$ cat src/rtl/accum_tile_sequencer.sv
// Sequences accumulator enables across K tiles of one output tile: tile_len-cycle
// bursts separated by GAP_CYCLES idle cycles, then a column-skew drain and a done pulse.
module accum_tile_sequencer #(
  parameter int SYS_COLS   = 4,
  parameter int GAP_CYCLES = 1,
  parameter int CNT_W      = 8
) (
  input  logic             clk,
  input  logic             rst,
  input  logic             cfg_valid_i,
  output logic             cfg_ready_o,
  input  logic [CNT_W-1:0] cfg_tile_len_i,
  input  logic [CNT_W-1:0] cfg_num_ktiles_i,
  input  logic             abort_i,
  output logic             acc_enable_o,
  output logic             acc_start_o,
  output logic             acc_last_o,
  output logic [CNT_W-1:0] k_idx_o,
  output logic             busy_o,
  output logic             done_o
);

  localparam int WW = $clog2(SYS_COLS + GAP_CYCLES + 2);
  localparam logic [CNT_W-1:0] ONE      = CNT_W'(1);
  localparam logic [WW-1:0]    WONE     = WW'(1);
  localparam logic [WW-1:0]    GAP_LD   = WW'(GAP_CYCLES - 1);
  localparam logic [WW-1:0]    DRAIN_LD = WW'(SYS_COLS);

  typedef enum logic [2:0] {
    IDLE  = 3'd0,
    RUN   = 3'd1,
    GAP   = 3'd2,
    DRAIN = 3'd3,
    DONE  = 3'd4
  } state_t;

  state_t           state_q, state_d;
  logic [CNT_W-1:0] len_q, len_d;
  logic [CNT_W-1:0] num_q, num_d;
  logic [CNT_W-1:0] cnt_q, cnt_d;
  logic [CNT_W-1:0] k_q, k_d;
  logic [WW-1:0]    wait_q, wait_d;
  logic             start_q, start_d;
  logic             last_q, last_d;

  // Run counter counts down from tile_len-1, so the expiry test never needs tile_len+1.
  always_comb begin
    state_d = state_q;
    len_d   = len_q;
    num_d   = num_q;
    cnt_d   = cnt_q;
    k_d     = k_q;
    wait_d  = wait_q;
    unique case (state_q)
      IDLE: begin
        if (cfg_valid_i) begin
          len_d = cfg_tile_len_i;
          num_d = cfg_num_ktiles_i;
          k_d   = '0;
          cnt_d = cfg_tile_len_i - ONE;
          if (cfg_tile_len_i == '0 || cfg_num_ktiles_i == '0) state_d = DONE;
          else                                               state_d = RUN;
        end
      end
      RUN: begin
        if (cnt_q == '0) begin
          if (k_q < num_q - ONE) begin
            state_d = GAP;
            wait_d  = GAP_LD;
          end else begin
            state_d = DRAIN;
            wait_d  = DRAIN_LD;
          end
        end else begin
          cnt_d = cnt_q - ONE;
        end
      end
      GAP: begin
        if (wait_q == '0) begin
          state_d = RUN;
          k_d     = k_q + ONE;
          cnt_d   = len_q - ONE;
        end else begin
          wait_d = wait_q - WONE;
        end
      end
      DRAIN: begin
        if (wait_q == '0) state_d = DONE;
        else              wait_d  = wait_q - WONE;
      end
      DONE:    state_d = IDLE;
      default: state_d = IDLE;
    endcase
    // Cancel wins over everything, including a same-cycle acceptance.
    if (abort_i) begin
      state_d = IDLE;
      k_d     = '0;
    end
  end

  always_comb begin
    start_d = 1'b0;
    last_d  = 1'b0;
    if (!abort_i && state_q == RUN) begin
      start_d = (k_q == '0);
      last_d  = (k_q == num_q - ONE);
    end
  end

  always_ff @(posedge clk) begin
    if (rst) begin
      state_q <= IDLE;
      len_q   <= '0;
      num_q   <= '0;
      cnt_q   <= '0;
      k_q     <= '0;
      wait_q  <= '0;
      start_q <= 1'b0;
      last_q  <= 1'b0;
    end else begin
      state_q <= state_d;
      len_q   <= len_d;
      num_q   <= num_d;
      cnt_q   <= cnt_d;
      k_q     <= k_d;
      wait_q  <= wait_d;
      start_q <= start_d;
      last_q  <= last_d;
    end
  end

  assign cfg_ready_o  = (state_q == IDLE);
  assign busy_o       = (state_q != IDLE);
  assign acc_enable_o = (state_q == RUN);
  assign done_o       = (state_q == DONE);
  assign acc_start_o  = start_q;
  assign acc_last_o   = last_q;
  assign k_idx_o      = k_q;

endmodule

$ cat config.mk
export PLATFORM = sky130hd
export DESIGN_NAME = accum_tile_sequencer
export DESIGN_NICKNAME = d
export VERILOG_FILES = /design/src/rtl/accum_tile_sequencer.sv
export SDC_FILE = /design/constraint.sdc
export NUM_CORES = 1
export LEC_CHECK = 0
export ABC_AREA = 1
export BUFFER_PORTS_ARGS = -buffer_cell sky130_fd_sc_hd__buf_4
export CORE_MARGIN = 2
export CORE_UTILIZATION = 46
export DETAILED_ROUTE_END_ITERATION = 10
export PLACE_DENSITY = 0.74
export SYNTH_ARGS = -nofsm -noshare
export SYNTH_HDL_FRONTEND = slang
export SYNTH_SLANG_ARGS = --single-unit
$ cat constraint.sdc
create_clock -name clk -period 3.6 [get_ports clk]
set_input_delay 0.72 -clock clk [delete_from_list [all_inputs] [get_ports clk]]
set_output_delay 0.72 -clock clk [all_outputs]
set_load 0.02 [all_outputs]
==> results.yml, run 1 <==
detailed_routing:
  detail_route.first_pass.iterations: 4
  vias: 2374
  wl_per_cell_um: 12.7
  totalWireLength_um: 5770
  drtAntennaViolNets: 0
  post-route-drc-count: 0
  vias_per_cell: 5.23
  drt_iter0_markers: 205
run:
  max-cap-violations: 0
cells_and_area:
  fillers: 524
  regArea_sq_um: 801
  antennaDiodeCount: 0
  final_nets: 417
  multi_input_area_sq_um: 1390
  syn_to_final_growth_pct: 16.4
  final_layout_size_suffix_gt1_share_pct: 16.1
  design_area_sq_um: 2820
  post-route-util_pct: 55.3
critical_path:
  worst-path-max-fanout: 14
  start_kind: "flop"
  worstRegToRegCells: 8
  max_stage_delay_ns: 0.54
  path_class: "reg -> out"
  endpoint_kind: "output pin"
  cp_cell_sequence: "nor3_4 -> inv_2 -> buf_4"
  crit_cells: 3
  worst-path-buf-inv: 2
  cp.arrival_ns: 1.63
  cpLargestDelayFamily: "simple AND/OR/NAND/NOR gates"
  rrSetupSlack_ns: 1.31
  required_ns: 2.88
  slowest_stage: "nor3_4"
sta:
  fin_crit_ns: 2.35
  layout_setup_ws_ns: 1.25
  post-route-period-util_pct: 65.3
  grt_setup_unrepaired: "false"
  slew_headroom_pct: 64.1
  finalSetupTns_ns: 0
  finalMaxSlewViolations: 0
  finalSetupViolations: 0
  worst_pin_slew_ns: 0.537
  hold_viol_final: 0
  fmax_ghz: 0.426
  skew_ns: 0.00794
hold_path:
  min_path_cells: 2
  hold_class: "reg -> reg"
power_and_ir_drop:
  peakVddDrop_mv: 0.165
  cellLeakagePower_nw: 1.33
  power.density_nw_per_um2: 384
  power_w: 0.00108
cts:
  cts_tree: "yes"
  cts_resized: 0
  cts-htree-levels: 2
  numCtsBuffers: 5
  cts_setup_buffers: 0
  clockRootBuffer: "clkbuf_8"
  cts_buffer_depth: 2
  ctsHoldBuffers: 0
  cts_sinks: 40
  clkLatencyLatePin_ns: 0.30
  path_clk_slew_ns: 0.09
placement:
  io_buffers: 33
  dp_slack_ns: 1.32
  placed_area_sq_um: 2710
  dp_hpwl_um: 4520
  gp_congestion: 0.831
logic_synthesis:
  yosysWarningCount: 0
  syn-num-nets: 386
  syn_inst: 352
  avgSynthCellArea_sq_um: 6.89
  synth_cell_type_count: 35
  synth.cell_area_sq_um: 2430
  seq_area_frac_synth_pct: 33.0
  ys_ff_latch: 40
floorplan:
  die_w_um: 76.6
  rows: 26
  start_util_pct: 47.5
  die-height_um: 76.6
  pin_count: 34
  core_region_area_sq_um: 5110
  dieArea_sq_um: 5870
global_routing:
  grtUsageMet3_pct: 5.81
  grt_use_met2_pct: 32.7
  grt_max_degree: 26
  antenna_found_initial: 0
  busiest_layer: "met2"
  grt_pass1_wl_um: 10000
  track_usage_pct: 21.0
  first_global_vias: 2240
  met1_usage_pct: 27.8
  grt_overflow: 0
status:
  outcome: "complete, no violations"
## where the power goes
group          internal [W]  switching, W  leakage (nW)
sequential         0.000469     0.0000220         0.328
combinational     0.0000824      0.000129         0.943
clock              0.000209      0.000174        0.0548
total              0.000760      0.000325          1.33
## state kept, by name, indices dropped and copies added (netlist names)
signal       flops
acc_last_o       1
state_q          3
acc_start_o      1
len_q            8
num_q            8
k_idx_o          8
wait_q           3
cnt_q            8
## placed cells by master (no fill, tap or decap), types with 2 or more instances in the layout
cell | synthesis | layout
nand2_1 | 68 | 68
inv_1 | 45 | 45
dfxtp_1 | 40 | 40
a21oi_1 | 37 | 37
buf_4 | 1 | 33
nor2_1 | 31 | 31
nand3_1 | 28 | 28
o21ai_0 | 17 | 17
ha_1 | 14 | 14
nand4_1 | 9 | 9
nor3_1 | 9 | 9
xor2_1 | 6 | 6
nor2_2 | 5 | 5
clkbuf_8 | 0 | 5
inv_2 | 4 | 4
nor4_1 | 4 | 4
nand2_2 | 3 | 3
a211oi_1 | 3 | 3
nor2_4 | 2 | 2
nand2_4 | 2 | 2
o21ai_1 | 2 | 2
o21a_1 | 2 | 2
a31oi_1 | 2 | 2
## cells in the mapped netlist
master / count / share of area, %
buf_6: 2 / 0.93
o22ai_1: 1 / 0.26
nand2_2: 3 / 0.77
nor4_1: 4 / 1.0
dfxtp_1: 40 / 33
xor2_1: 6 / 2.2
ha_1: 14 / 7.2
clkbuf_1: 5 / 0.77
nand2_1: 68 / 11
or2_2: 1 / 0.26
nand3_4: 1 / 0.72
nor3_2: 1 / 0.41
or2_1: 1 / 0.26
a31oi_1: 2 / 0.52
xnor2_1: 1 / 0.36
nor2_2: 5 / 1.3
o21ai_0: 17 / 3.5
inv_2: 4 / 0.62
nand2_4: 2 / 0.93
a211oi_1: 3 / 0.93
o21bai_1: 1 / 0.31
o21ai_1: 2 / 0.41
nand4_1: 9 / 2.3
inv_1: 45 / 7.0
nor2_1: 31 / 4.8
o21a_1: 2 / 0.62
nor2_4: 2 / 0.93
nor3_1: 9 / 1.9
o21ai_2: 1 / 0.36
o211a_1: 1 / 0.41
a21oi_1: 37 / 7.6
nor3_4: 1 / 0.67
nand3_1: 28 / 5.8
buf_4: 1 / 0.31
buf_1: 1 / 0.15
## final cells by class
cell class | count | area share, %
Clock buffer | 5 | 2.44
Clock inverter | 3 | 1.64
Inverter | 49 | 6.51
Multi-Input combinational cell | 254 | 49.2
Sequential cell | 40 | 28.4
Tap cell | 70 | 3.10
Timing Repair Buffer | 33 | 8.77
## per-stage QoR
step           cells  hold WS, ns
2_1_floorplan    352        0.424
3_3_place_gp     446        0.459
3_5_place_dp     446        0.464
4_1_cts          454        0.478
5_1_grt          454        0.488
6_report         454        0.478
## worst register-to-register path: stages (launching register included)
cell and delay, ns:
dfxtp_1 0.48, nor3_4 0.54, nand2_2 0.40, nand2_2 0.23, nand2_1 0.12, nor2_1 0.14, nand2_1 0.10, nor3_2 0.11
nor3_1 0.06
## kinds of logic (layout without fill, tap and decap cells)
group / count (synthesis) / after routing / synth area share, %
XOR/XNOR: 7 / 7 / 2.53
AND/OR/NAND/NOR: 166 / 166 / 32.5
flip-flops: 40 / 40 / 33.0
buffers and inverters: 58 / 90 / 9.75
adder cells (fa/ha/maj): 14 / 14 / 7.22
AO/OA/AOI/OAI: 67 / 67 / 15.0
## routing by layer
metal	vias to the layer above	wire length (um)
met3	9	347
met4	0	94
met2	69	2630
met5	-	0
li1	1222	-
met1	1074	2700
## path summary, 6_finish.rpt
path                    from    endpoint
setup / recovery  state_q[0]      busy_o
setup reg to reg  state_q[0]  k_idx_o[7]
hold reg to reg     num_q[1]    num_q[1]
hold / removal      num_q[1]    num_q[1]
(Power assumes the default switching activity.)
==> inputs of run 2 (changes only) <==
Clock period 3.6 ns to 2.42 ns, I/O delays scaled along.
==> results.yml, run 2 (synthesized netlist as in run 1, its figures left out) <==
power_and_ir_drop:
  peakVddDrop_mv: 0.375
  cellLeakagePower_nw: 1.34
  power.density_nw_per_um2: 569
sta:
  skew_ns: 0.00736
  finalSetupViolations: 0
  layout_setup_ws_ns: 0.332
  post-route-period-util_pct: 86.3
  finalMaxSlewViolations: 0
  hold_viol_final: 0
  whs_ns: 0.466
  fin_crit_ns: 2.09
  finalSetupTns_ns: 0
  grt_setup_unrepaired: "false"
  fmax_ghz: 0.479
  slew_headroom_pct: 64.4
  worst_pin_slew_ns: 0.533
floorplan:
  dieArea_sq_um: 5870
  core_region_area_sq_um: 5110
  pin_count: 34
  die-height_um: 76.6
  start_util_pct: 47.5
  die_w_um: 76.6
  rows: 26
critical_path:
  cp.arrival_ns: 2.32
  required_ns: 2.66
  rr_startpoint: "num_q[0]"
  endpoint_kind: "flop"
  worstRegToRegCells: 14
  timing.rr.end: "state_q[0]"
  rrSetupSlack_ns: 0.33
  worst-path-max-fanout: 5
  start_kind: "flop"
  path_class: "reg -> reg"
detailed_routing:
  drt_iter0_markers: 188
  vias_per_cell: 5.24
  drtAntennaViolNets: 0
  vias: 2389
  detail_route.first_pass.iterations: 4
  post-route-drc-count: 0
  wl_per_cell_um: 13.0
  totalWireLength_um: 5930
cts:
  ctsHoldBuffers: 0
  clockRootBuffer: "clkbuf_8"
  clkLatencyLatePin_ns: 0.30
  cts_setup_buffers: 0
  cts_resized: 0
  cts-htree-levels: 2
  path_clk_slew_ns: 0.08
  cts_sinks: 40
  cts_buffer_depth: 2
  cts_tree: "yes"
  numCtsBuffers: 5
cells_and_area:
  layout_common_cells: "nand2_1 (68), inv_1 (45), dfxtp_1 (40)"
  fillers: 518
  final_nets: 419
  final_layout_size_suffix_gt1_share_pct: 16.3
  design_area_sq_um: 2830
  instances_no_fill: 456
  layout_commonest_cell: "nand2_1"
  antennaDiodeCount: 0
  syn_to_final_growth_pct: 16.7
global_routing:
  grt_max_degree: 25
  antenna_found_initial: 0
  grt_overflow: 0
  track_usage_pct: 21.1
  grt_pass1_wl_um: 10100
  first_global_vias: 2268
status:
  outcome: "complete, no violations"
hold_path:
  min_path_cells: 3
  holdCritStartpoint: "cfg_num_ktiles_i[5]"
  hold_class: "in -> reg"
  holdPathEnd: "num_q[5]"
run:
  max-cap-violations: 0
placement:
  placed_area_sq_um: 2720
  dp_slack_ns: 0.379
  io_buffers: 33
  dpl.cell_count: 448
  gp_congestion: 0.861
  dp_hpwl_um: 4580
## run 2: cell type report
| type | count | area (sq um) | share of cell area (%) |
|---|---|---|---|
| timing repair buffer | 35 | 263 | 9.28 |
| tap | 70 | 87.6 | 3.09 |
| inverter | 49 | 184 | 6.50 |
| clock inverter | 2 | 35.0 | 1.24 |
| multi-input combinational | 254 | 1390 | 49.0 |
| clock buffer | 6 | 72.6 | 2.56 |
| sequential | 40 | 801 | 28.3 |
## run 2: worst max-delay path, cell delays in order (launching register included)
cell	delay, ns
dfxtp_1	0.30
inv_1	0.14
ha_1	0.22
nand2_1	0.09
nor3_1	0.20
xor2_1	0.10
ha_1	0.28
nand2_1	0.08
nor2_1	0.14
nand2_1	0.06
nand2_1	0.09
nand2_1	0.07
nand3_1	0.08
nand2_1	0.05
a21oi_1	0.11
## run 2: worst max path at each step
stage                      end  startpoint  slack, ns
floorplan           state_q[0]    num_q[0]       0.62
global placement      cnt_q[6]  state_q[0]       0.46
detailed placement    cnt_q[6]  state_q[0]       0.38
CTS                 state_q[0]    num_q[0]       0.34
global route        state_q[0]    num_q[0]       0.09
finish              state_q[0]    num_q[0]       0.33
## run 2: metrics by stage
step	util, %	power [W]
3_3_place_gp	53.3	0.00106
5_1_grt	55.4	0.00169
2_1_floorplan	-	0.000973
3_5_place_dp	53.3	0.00107
6_report	55.4	0.00161
4_1_cts	55.4	0.00161
## run 2: where the power goes
| group | switching, W | internal [W] | leakage [nW] |
|---|---|---|---|
| Combinational | 0.000201 | 0.000126 | 0.952 |
| Clock | 0.000247 | 0.000306 | 0.0552 |
| Sequential | 0.0000333 | 0.000697 | 0.328 |
| Total | 0.000480 | 0.00113 | 1.34 |
## run 2: layer usage
layer | GRT usage [%] | vias to the layer above | share of wire, %
met4 | 5.64 | 0 | 0.88
met3 | 3.67 | 7 | 5.8
met5 | 0 | - | 0
met1 | 28.8 | 1095 | 48
li1 | - | 1229 | -
met2 | 34.4 | 58 | 46
==> inputs of run 3 (changes only) <==
Settings changed: CORE_ASPECT_RATIO set to 1.25.
==> results.yml, run 3 (synthesized netlist as in run 1, its figures left out) <==
sta:
  hold_viol_final: 0
  layout_setup_ws_ns: 0.333
  finalSetupTns_ns: 0
  skew_ns: 0.00247
  slew_headroom_pct: 63.5
  fmax_ghz: 0.479
  post-route-period-util_pct: 86.2
  whs_ns: 0.469
  finalSetupViolations: 0
  grt_setup_unrepaired: "false"
  worst_pin_slew_ns: 0.547
  fin_crit_ns: 2.09
  finalMaxSlewViolations: 0
cells_and_area:
  fillers: 510
  syn_to_final_growth_pct: 15.6
  final_layout_size_suffix_gt1_share_pct: 16.1
  antennaDiodeCount: 0
  layout_common_cells: "nand2_1 (68), inv_1 (45), dfxtp_1 (40)"
  layout_commonest_cell: "nand2_1"
  final_nets: 419
  post-route-util_pct: 55.2
cts:
  clockRootBuffer: "clkbuf_8"
  cts_buffer_depth: 2
  cts_setup_buffers: 0
  cts_resized: 0
  clkLatencyLatePin_ns: 0.30
  path_clk_slew_ns: 0.08
  cts-htree-levels: 2
  numCtsBuffers: 5
  ctsHoldBuffers: 0
  cts_sinks: 40
  cts_tree: "yes"
power_and_ir_drop:
  cellLeakagePower_nw: 1.33
  power.density_nw_per_um2: 542
  peakVddDrop_mv: 0.326
critical_path:
  required_ns: 2.62
  worst-path-max-fanout: 11
  cp.arrival_ns: 2.29
  rr_startpoint: "state_q[0]"
  startpoint: "state_q[0]"
  path_class: "reg -> reg"
  start_kind: "flop"
  endpoint_kind: "flop"
global_routing:
  grt_pass1_wl_um: 9690
  track_usage_pct: 21.8
  grt_max_degree: 25
  antenna_found_initial: 0
  grt_overflow: 0
  first_global_vias: 2221
detailed_routing:
  wl_met1_um: 2300
  dr.max_layer_used: "met4"
  vias: 2348
  totalWireLength_um: 5900
  drtAntennaViolNets: 0
  met3_length_um: 222
  detail_route.first_pass.iterations: 4
  wl_per_cell_um: 13.2
  met2_length_um: 3260
  vias_per_cell: 5.24
  post-route-drc-count: 0
  drt_iter0_markers: 152
placement:
  dp_slack_ns: 0.374
  io_buffers: 33
  gp_congestion: 0.923
  dp_hpwl_um: 4640
floorplan:
  die-height_um: 85.2
  core_region_area_sq_um: 5080
  rows: 29
  dieArea_sq_um: 5870
  die_w_um: 69.0
  pin_count: 34
  start_util_pct: 47.8
hold_path:
  hold_class: "in -> reg"
  holdCritStartpoint: "cfg_tile_len_i[1]"
run:
  max-cap-violations: 0
status:
  outcome: "complete, no violations"
==> run 3: cell type report <==
class                   count  area, sq um  area share (%)
well taps                  62         77.6            2.77
multi-input cells         254         1390            49.5
flip-flops and latches     40          801            28.6
inverters                  49          184            6.56
clock buffers               8         90.1            3.21
repair buffers             35          263            9.37
==> run 3: worst max-delay path, cell delays in order, from the launching register on <==
cell     delay [ns]
dfxtp_1        0.67
nor2_4         0.11
nand2_4        0.12
inv_1          0.10
nand2_1        0.09
nand2_1        0.05
nor2_1         0.13
ha_1           0.18
nand2_1        0.10
nor2_2         0.16
nand2_1        0.06
nand2_1        0.06
nand3_1        0.06
nand2_1        0.07
inv_1          0.03
==> run 3: path summary, 6_finish.rpt <==
path	endpoint	slack, ns	cells past startpoint
min	len_q[1]	0.47	3
max	cnt_q[6]	0.33	14
max reg2reg	cnt_q[6]	0.33	14
min reg2reg	len_q[4]	0.47	2
==> run 3: per-layer routing <==
| metal | vias to the layer above | GRT usage [%] |
|---|---|---|
| met4 | 0 | 8.91 |
| met2 | 53 | 39.3 |
| met5 | - | 0 |
| met3 | 13 | 4.24 |
| met1 | 1054 | 23.9 |
| li1 | 1228 | - |
==> run 3: per-stage QoR <==
stage,power [W],instance area [sq um],instances
global route,0.00161,2800,448
detailed placement,0.00107,2710,440
finish,0.00152,2800,448
global placement,0.00106,2710,440
floorplan,0.000973,2430,352
CTS,0.00153,2800,448
==> run 3: report_power, final <==
group | internal [W] | leakage, nW | switching, W | total, W
clock | 0.000233 | 0.0455 | 0.000234 | 0.000467
combinational | 0.000126 | 0.952 | 0.000197 | 0.000323
sequential | 0.000697 | 0.328 | 0.0000333 | 0.000731
